$ cat config.mk
export PLATFORM = sky130hd
export DESIGN_NAME = meteo_display_ctrl
export DESIGN_NICKNAME = d
export VERILOG_FILES = /design/src/rtl/meteo_display_ctrl_pkg.sv /design/src/rtl/meteo_display_ctrl_bin2bcd_seq.sv /design/src/rtl/meteo_display_ctrl.sv
export SDC_FILE = /design/constraint.sdc
export NUM_CORES = 1
export LEC_CHECK = 0
export CORE_MARGIN = 1
export CORE_UTILIZATION = 40
export CTS_CLUSTER_SIZE = 12
export DETAILED_ROUTE_END_ITERATION = 6
export GPL_ROUTABILITY_DRIVEN = 0
export PLACE_DENSITY = 0.64
export SYNTH_ARGS = -nofsm -noshare
export SYNTH_HDL_FRONTEND = slang
export SYNTH_SLANG_ARGS = --single-unit
export TNS_END_PERCENT = 20
$ cat constraint.sdc
create_clock -name Clk -period 2.8 [get_ports Clk]
set_input_delay 0.28 -clock Clk [delete_from_list [all_inputs] [get_ports Clk]]
set_output_delay 0.28 -clock Clk [all_outputs]
set_load 0.02 [all_outputs]
$ cat src/rtl/meteo_display_ctrl_pkg.sv
// Shared types and seven-segment constants for the meteo display controller.
package meteo_display_ctrl_pkg;

    typedef enum logic [1:0] {
        ST_IDLE  = 2'd0,
        ST_LOAD  = 2'd1,
        ST_SHIFT = 2'd2,
        ST_DONE  = 2'd3
    } state_e;

    // Active-low segments, bit order {g,f,e,d,c,b,a}
    localparam logic [6:0] SEG_0     = 7'b1000000;
    localparam logic [6:0] SEG_1     = 7'b1111001;
    localparam logic [6:0] SEG_2     = 7'b0100100;
    localparam logic [6:0] SEG_3     = 7'b0110000;
    localparam logic [6:0] SEG_4     = 7'b0011001;
    localparam logic [6:0] SEG_5     = 7'b0010010;
    localparam logic [6:0] SEG_6     = 7'b0000010;
    localparam logic [6:0] SEG_7     = 7'b1111000;
    localparam logic [6:0] SEG_8     = 7'b0000000;
    localparam logic [6:0] SEG_9     = 7'b0010000;
    localparam logic [6:0] SEG_BLANK = 7'b1111111;
    localparam logic [6:0] SEG_MINUS = 7'b0111111;

    function automatic logic [6:0] seg_encode(input logic [3:0] nib);
        logic [6:0] seg;
        case (nib)
            4'd0:    seg = SEG_0;
            4'd1:    seg = SEG_1;
            4'd2:    seg = SEG_2;
            4'd3:    seg = SEG_3;
            4'd4:    seg = SEG_4;
            4'd5:    seg = SEG_5;
            4'd6:    seg = SEG_6;
            4'd7:    seg = SEG_7;
            4'd8:    seg = SEG_8;
            4'd9:    seg = SEG_9;
            default: seg = SEG_BLANK;
        endcase
        return seg;
    endfunction

endpackage

$ cat src/rtl/meteo_display_ctrl_bin2bcd_seq.sv
// Sequential double-dabble converter: one add-3/shift iteration per clock, W iterations per start.
module bin2bcd_seq #(
    parameter int W    = 32,
    parameter int NDIG = 6
) (
    input  logic              Clk,
    input  logic              Rst_n,
    input  logic              start_i,
    input  logic [W-1:0]      mag_i,
    output logic [4*NDIG-1:0] bcd_o,
    output logic              ovf_o,
    output logic              done_o
);

    localparam int BW    = 4 * NDIG;
    localparam int CNT_W = $clog2(W + 1);

    logic [BW-1:0]    bcd_q, bcd_d, bcd_adj;
    logic [W-1:0]     mag_q, mag_d;
    logic             ovf_q, ovf_d;
    logic [CNT_W-1:0] cnt_q, cnt_d;

    always_ff @(posedge Clk or negedge Rst_n) begin
        if (!Rst_n) begin
            bcd_q <= '0;
            mag_q <= '0;
            ovf_q <= 1'b0;
            cnt_q <= '0;
        end else begin
            bcd_q <= bcd_d;
            mag_q <= mag_d;
            ovf_q <= ovf_d;
            cnt_q <= cnt_d;
        end
    end

    always_comb begin
        bcd_adj = bcd_q;
        for (int i = 0; i < NDIG; i++) begin
            if (bcd_q[4*i +: 4] >= 4'd5) begin
                bcd_adj[4*i +: 4] = bcd_q[4*i +: 4] + 4'd3;
            end
        end

        bcd_d = bcd_q;
        mag_d = mag_q;
        ovf_d = ovf_q;
        cnt_d = cnt_q;
        if (start_i) begin
            bcd_d = '0;
            mag_d = mag_i;
            ovf_d = 1'b0;
            cnt_d = CNT_W'(W);
        end else if (cnt_q != '0) begin
            // A carry out of the top nibble means the value no longer fits in NDIG digits
            bcd_d = {bcd_adj[BW-2:0], mag_q[W-1]};
            mag_d = {mag_q[W-2:0], 1'b0};
            ovf_d = ovf_q | bcd_adj[BW-1];
            cnt_d = cnt_q - CNT_W'(1);
        end
    end

    assign bcd_o  = bcd_q;
    assign ovf_o  = ovf_q;
    assign done_o = (cnt_q == CNT_W'(1));

endmodule

$ cat src/rtl/meteo_display_ctrl.sv
// Multi-channel 7-segment display controller: snapshot, channel select/auto-rotate,
// request flag, conversion sequencing and digit mapping.
//
//   state  | meaning
//   IDLE   | waiting for a display request
//   LOAD   | latch magnitude/sign of the selected channel, clear converter
//   SHIFT  | W double-dabble iterations running
//   DONE   | map BCD to segments, update Dec_o / Ovf_o
module meteo_display_ctrl
    import meteo_display_ctrl_pkg::*;
#(
    parameter int NCH    = 3,
    parameter int W      = 32,
    parameter int NDIG   = 6,
    parameter int PERIOD = 100_000_000,
    parameter int CW     = $clog2(NCH)
) (
    input  logic              Clk,
    input  logic              Rst_n,
    input  logic [NCH*W-1:0]  Values_i,
    input  logic [NCH-1:0]    Signed_i,
    input  logic              Update_i,
    input  logic [CW-1:0]     Sel_i,
    input  logic              Auto_i,
    input  logic              Blank_i,
    output logic [NDIG*7-1:0] Dec_o,
    output logic [CW-1:0]     Chan_o,
    output logic              Busy_o,
    output logic              Ovf_o
);

    localparam int BW      = 4 * NDIG;
    localparam int DWELL_W = $clog2(PERIOD);

    state_e             state_q, state_d;
    logic [W-1:0]       snap_q [NCH];
    logic [CW-1:0]      chan_q, chan_d;
    logic [DWELL_W-1:0] dwell_q, dwell_d;
    logic               auto_q;
    logic               req_q, req_d;
    logic               neg_q, neg_d;
    logic [NDIG*7-1:0]  dec_q, dec_d;
    logic               ovf_q, ovf_d;

    logic               trig, pending;
    logic               busy, start, done_en, conv_done, conv_ovf;
    logic [W-1:0]       cur_val, mag;
    logic               neg_now;
    logic [BW-1:0]      bcd;
    logic               lead;
    logic [3:0]         nib;
    logic [6:0]         seg;

    always_ff @(posedge Clk or negedge Rst_n) begin
        if (!Rst_n) begin
            for (int c = 0; c < NCH; c++) snap_q[c] <= '0;
        end else if (Update_i) begin
            for (int c = 0; c < NCH; c++) snap_q[c] <= Values_i[c*W +: W];
        end
    end

    always_ff @(posedge Clk or negedge Rst_n) begin
        if (!Rst_n) begin
            chan_q  <= '0;
            dwell_q <= '0;
            auto_q  <= 1'b0;
            req_q   <= 1'b0;
            neg_q   <= 1'b0;
            dec_q   <= {NDIG{SEG_BLANK}};
            ovf_q   <= 1'b0;
        end else begin
            chan_q  <= chan_d;
            dwell_q <= dwell_d;
            auto_q  <= Auto_i;
            req_q   <= req_d;
            neg_q   <= neg_d;
            dec_q   <= dec_d;
            ovf_q   <= ovf_d;
        end
    end

    // Entering auto mode restarts the dwell without moving the channel
    always_comb begin
        chan_d  = chan_q;
        dwell_d = dwell_q;
        if (Auto_i) begin
            if (!auto_q) begin
                dwell_d = '0;
            end else if (dwell_q == DWELL_W'(PERIOD - 1)) begin
                dwell_d = '0;
                chan_d  = (chan_q == CW'(NCH - 1)) ? '0 : chan_q + CW'(1);
            end else begin
                dwell_d = dwell_q + DWELL_W'(1);
            end
        end else begin
            dwell_d = '0;
            if (Sel_i <= CW'(NCH - 1)) chan_d = Sel_i;
        end
    end

    assign trig    = Update_i | (chan_d != chan_q);
    assign pending = req_q | trig;

    always_comb begin
        req_d = req_q | trig;
        if (state_q == ST_IDLE && pending) req_d = 1'b0;
    end

    always_ff @(posedge Clk or negedge Rst_n) begin
        if (!Rst_n) state_q <= ST_IDLE;
        else        state_q <= state_d;
    end

    always_comb begin
        state_d = state_q;
        case (state_q)
            ST_IDLE:  if (pending) state_d = ST_LOAD;
            ST_LOAD:  state_d = ST_SHIFT;
            ST_SHIFT: if (conv_done) state_d = ST_DONE;
            ST_DONE:  state_d = ST_IDLE;
            default:  state_d = ST_IDLE;
        endcase
    end

    always_comb begin
        busy    = 1'b1;
        start   = 1'b0;
        done_en = 1'b0;
        case (state_q)
            ST_IDLE: busy    = 1'b0;
            ST_LOAD: start   = 1'b1;
            ST_DONE: done_en = 1'b1;
            default: ;
        endcase
    end

    assign cur_val = snap_q[chan_q];
    assign neg_now = Signed_i[chan_q] & cur_val[W-1];
    assign mag     = neg_now ? -cur_val : cur_val;
    assign neg_d   = start ? neg_now : neg_q;

    bin2bcd_seq #(
        .W    (W),
        .NDIG (NDIG)
    ) u_bin2bcd (
        .Clk     (Clk),
        .Rst_n   (Rst_n),
        .start_i (start),
        .mag_i   (mag),
        .bcd_o   (bcd),
        .ovf_o   (conv_ovf),
        .done_o  (conv_done)
    );

    always_comb begin
        dec_d = dec_q;
        ovf_d = ovf_q;
        lead  = 1'b1;
        nib   = '0;
        seg   = SEG_BLANK;
        if (done_en) begin
            // The sign needs the top digit, so a negative value may use only NDIG-1 digits
            if (conv_ovf || (neg_q && bcd[BW-1 -: 4] != 4'd0)) begin
                dec_d = {NDIG{SEG_MINUS}};
                ovf_d = 1'b1;
            end else begin
                ovf_d = 1'b0;
                for (int d = NDIG - 1; d >= 0; d--) begin
                    nib = bcd[4*d +: 4];
                    if (nib != 4'd0) lead = 1'b0;
                    if (Blank_i && lead && d != 0) seg = SEG_BLANK;
                    else                           seg = seg_encode(nib);
                    if (neg_q && d == NDIG - 1) seg = SEG_MINUS;
                    dec_d[7*d +: 7] = seg;
                end
            end
        end
    end

    assign Dec_o  = dec_q;
    assign Chan_o = chan_q;
    assign Busy_o = busy;
    assign Ovf_o  = ovf_q;

endmodule
==> results.sh, run 1 <==
export IMPL_max_freq_mhz=375.3
export IMPL_synth_simple_gate_area_share_pct=16.41
export IMPL_powerDensity_nw_per_um2=931.4
export IMPL_clkTransAtPathRegs_ps=60
export IMPL_ys_top_cells_by_area="dfrtp_1, mux2_2, dfstp_2"
export IMPL_dp_cells=1831
export IMPL_cts_htree_levels=1
export IMPL_synth_top_family_by_area="simple AND/OR/NAND/NOR gates"
export IMPL_cap_violations=0
export IMPL_setup_violations=0
export IMPL_coreArea_um2=31720
export IMPL_synth_cell_types=73
export IMPL_required_ps=3270
export IMPL_cts_buffer_depth=3
export IMPL_die_h_um=181.8
export IMPL_nets=1605
export IMPL_syn2layout_area_growth_pct=22.88
export IMPL_holdWs_ps=196.3
export IMPL_fin_crit_sh_pct=95.17
export IMPL_postCtsSetupBuffers=0
export IMPL_worstPathMaxFanout=23
export IMPL_route_vias_total=10229
export IMPL_clkLatencyLatePin_ps=560
export IMPL_grt_pass1_vias=9715
export IMPL_routed_wl_mm=30.39
export IMPL_cp_arrival_ps=3130
export IMPL_portBuffers=151
export IMPL_wl_per_cell_um=16.14
export IMPL_ant_nets=0
export IMPL_async_reset_ff_share_pct=100.0
export IMPL_syn_inst=1314
export IMPL_drt_iter0_drc=639
export IMPL_worstHoldStart="Update_i"
export IMPL_synth_flop_cell="dfrtp_1"
export IMPL_crit_start="Chan_o[0]"
export IMPL_rsz0062_at_grt="yes"
export IMPL_antennaDiodeCount=0
export IMPL_hold_viol_final=0
export IMPL_via_per_inst=5.432
export IMPL_combPwrFrac_pct=40.9
export IMPL_fill_cells=2929
export IMPL_postSynthAreaPerCell_um2=9.844
export IMPL_ys_ff_latch=236
export IMPL_critPathMaxStageDelay_ps=590
export IMPL_crit_type="reg -> reg"
export IMPL_peakVddDrop_mv=0.4969
export IMPL_total_power_mw=14.80
export IMPL_yosys_area_top_type="dfrtp_1"
export IMPL_rows=65
export IMPL_startpoint_type="register"
export IMPL_synthAdderAreaFrac_pct=3.772
export IMPL_crit_slowest_cell="or4_1"
export IMPL_p_seq_share_pct=35.5
export IMPL_cp_cell_sequence="buf_4, mux2i_1, o2bb2ai_2, nor4_4, nand4_4, or4_1, a31oi_1"
export IMPL_grt_overflow_total=0
export IMPL_seq_area_frac_synth_pct=46.06
export IMPL_yosysTopAreaCellShare_pct=37.53
export IMPL_syn_area_um2=12930
export IMPL_io_pins=152
export IMPL_p_sw_mw=5.564
export IMPL_hold_class="in -> reg"
export IMPL_cts_sink_count=236
export IMPL_power_leakage_nw=6.497
export IMPL_status="finished clean"
export IMPL_finalWorstSetupSlack_ps=135.4
export IMPL_grt_pass1_wl_mm=50.45
export IMPL_cts_root_buffer="clkbuf_16"
export IMPL_final_cells=1883
export IMPL_cts_tree="done"
export IMPL_min_period_ps=2665
export IMPL_die_area_um2=33060
export IMPL_yosysWarningCount=0
export IMPL_synth_nets=1459
export IMPL_dp_hpwl_mm=21.24
export IMPL_antenna_found_initial=0
export IMPL_cp_end_kind="register"
export IMPL_p_sw_share_pct=37.58
export IMPL_reg2reg_from="Chan_o[0]"
export IMPL_dieWidth_um=181.8
export IMPL_cts_buffers=28
export IMPL_p_int_mw=9.241
export IMPL_fin_skew_ps=24.97
export IMPL_drive_gt1_share_pct=17.96
export IMPL_start_util_pct=40.78
export IMPL_synth_xor_area_share_pct=2.708
export IMPL_clockPowerShare_pct=23.5
export IMPL_grt_start_max_net_pins=87
export IMPL_synth_edff_count=0
export IMPL_synth_mux_area_fraction_pct=11.85
export IMPL_drt_first_pass_iters=5
export IMPL_track_usage_pct=18.50
export IMPL_synth_compound_area_share_pct=14.84
export IMPL_drcViolationCount=0
export IMPL_drv_slew=0
export IMPL_tightestPinTransition_ps=656.8
export IMPL_relSlewSlack_pct=55.75
export IMPL_place_ws_ps=157.3
## sequential cells by signal, summed over array words and instances (netlist names), 2 cells and up
signal,cells
Chan_o,2
Dec_o,42
dwell_q,27
u_bin2bcd.mag_q,32
snap_q,96
u_bin2bcd.bcd_o,24
u_bin2bcd.cnt_q,6
state_q,2
## timing repair
| action | in CTS | in global routing |
|---|---|---|
| hold buffers | 1 | 0 |
| endpoints found under the hold margin | 53 | 0 |
| resized for setup | 0 | 3 |
| setup endpoints to repair | 0 | 8 |
## through the flow
step / utilization, % / cell area [µm²] / TNS (ps)
after floorplan: - / 12930 / 0
after global placement: 47.24 / 14980 / 0
after detailed placement: 47.24 / 14980 / 0
after CTS: 50.08 / 15890 / 0
after global routing: 50.11 / 15890 / -32.96
final: 50.11 / 15890 / 0
## cells in the mapped netlist, types with 7 or more instances
library cell	instances
inv_1	49
clkbuf_1	63
buf_1	7
nor3_1	44
nand3_1	42
nand2_1	133
nor2_1	117
dfstp_2	42
ha_1	39
nand2b_1	12
mux2i_1	35
a21oi_1	112
and3_1	26
o22ai_1	8
o21ai_0	43
nor4_1	7
a211oi_1	20
dfrtp_1	194
o2bb2ai_1	24
a31oi_1	16
o22a_1	14
xnor2_1	29
mux2_2	103
or3_1	12
xor2_1	11
## cells by family (layout without fill, tap and decap cells)
kind of cell	after synthesis	in the layout
multiplexers	139	139
AND/OR/NAND/NOR	435	435
adder cells (fa/ha/maj)	39	39
AO/OA/AOI/OAI	293	293
buffers and inverters	132	299
flip-flops	236	236
XOR/XNOR	40	40
## final cells by class
type                       count  area (µm²)  share of cell area, %
multi-input combinational    946        6430                  40.46
sequential                   236        5959                  37.50
timing repair buffer         199        1927                  12.12
clock buffer                  44       830.8                  5.227
tap                          402       503.0                  3.165
inverter                      49       183.9                  1.157
clock inverter                 7       60.06                 0.3779
## worst paths after layout
check	slack, ps	end	depth (start not counted)
worst max-delay path	140	u_bin2bcd.mag_q[31]	7
worst min-delay path	200	snap_q[28]	2
worst max register to register	140	u_bin2bcd.mag_q[31]	7
worst min register to register	470	Dec_o[27]	2
max in group asynchronous	1600	snap_q[13]	3
min in group asynchronous	310	u_bin2bcd.bcd_o[6]	2
## power groups by stage
stage                     Sequential [mW]  Combinational [mW]  Clock (mW)
final                                5.26                6.06        3.48
after global routing                 5.41                6.82        3.72
after CTS                            5.26                6.10        3.57
after detailed placement             5.31                6.06           0
after global placement               5.29                5.96           0
after floorplan                      5.30                4.16           0
## layout by cell type, fill, tap and decap left out, types with 7 or more instances in the layout
cell | Yosys | layout
a21oi_1 | 112 | 112
xnor2_1 | 29 | 29
clkbuf_16 | 0 | 28
nand2b_1 | 12 | 12
o22a_1 | 14 | 14
mux2i_1 | 35 | 35
buf_4 | 0 | 44
a31oi_1 | 16 | 16
nor3_1 | 44 | 44
nor2_1 | 117 | 116
xor2_1 | 11 | 11
and3_1 | 26 | 26
nor4_1 | 7 | 7
o21ai_0 | 43 | 43
or3_1 | 12 | 12
clkbuf_8 | 0 | 7
mux2_2 | 103 | 103
ha_1 | 39 | 37
dfstp_2 | 42 | 42
nand3_1 | 42 | 42
dfrtp_1 | 194 | 193
nand2_1 | 133 | 131
o2bb2ai_1 | 24 | 24
clkdlybuf4s50_1 | 0 | 149
clkbuf_1 | 63 | 9
a211oi_1 | 20 | 20
inv_1 | 49 | 49
o22ai_1 | 8 | 8
## worst max-delay path: cells and delay by family (launching register included)
family                 cells  cell delay [ps]
muxes                      1              290
buffers and inverters      1              350
DFF                        1              400
and+or+nand+nor            3             1220
AOI/OAI and AO/OA          2              310
## per-layer routing
metal,wire length [µm],vias up,share of wire (%),global-route usage [%]
met4,587,0,1.9,4.475
met2,13290,289,44,27.60
li1,-,4983,-,-
met1,14970,4917,49,27.85
met3,1549,40,5.1,2.868
met5,0,-,0,0
(Power assumes the default switching activity.)
==> inputs of run 2 (changes only) <==
--- a/config.mk
+++ b/config.mk
@@ -10,6 +10,7 @@
 export CTS_CLUSTER_SIZE = 12
 export DETAILED_ROUTE_END_ITERATION = 6
 export GPL_ROUTABILITY_DRIVEN = 0
+export HOLD_SLACK_MARGIN = 0.12
 export PLACE_DENSITY = 0.64
 export SYNTH_ARGS = -nofsm -noshare
 export SYNTH_HDL_FRONTEND = slang
==> results of run 2 <==
Same layout as run 1: the final DEF is identical, and so are final timing and power.
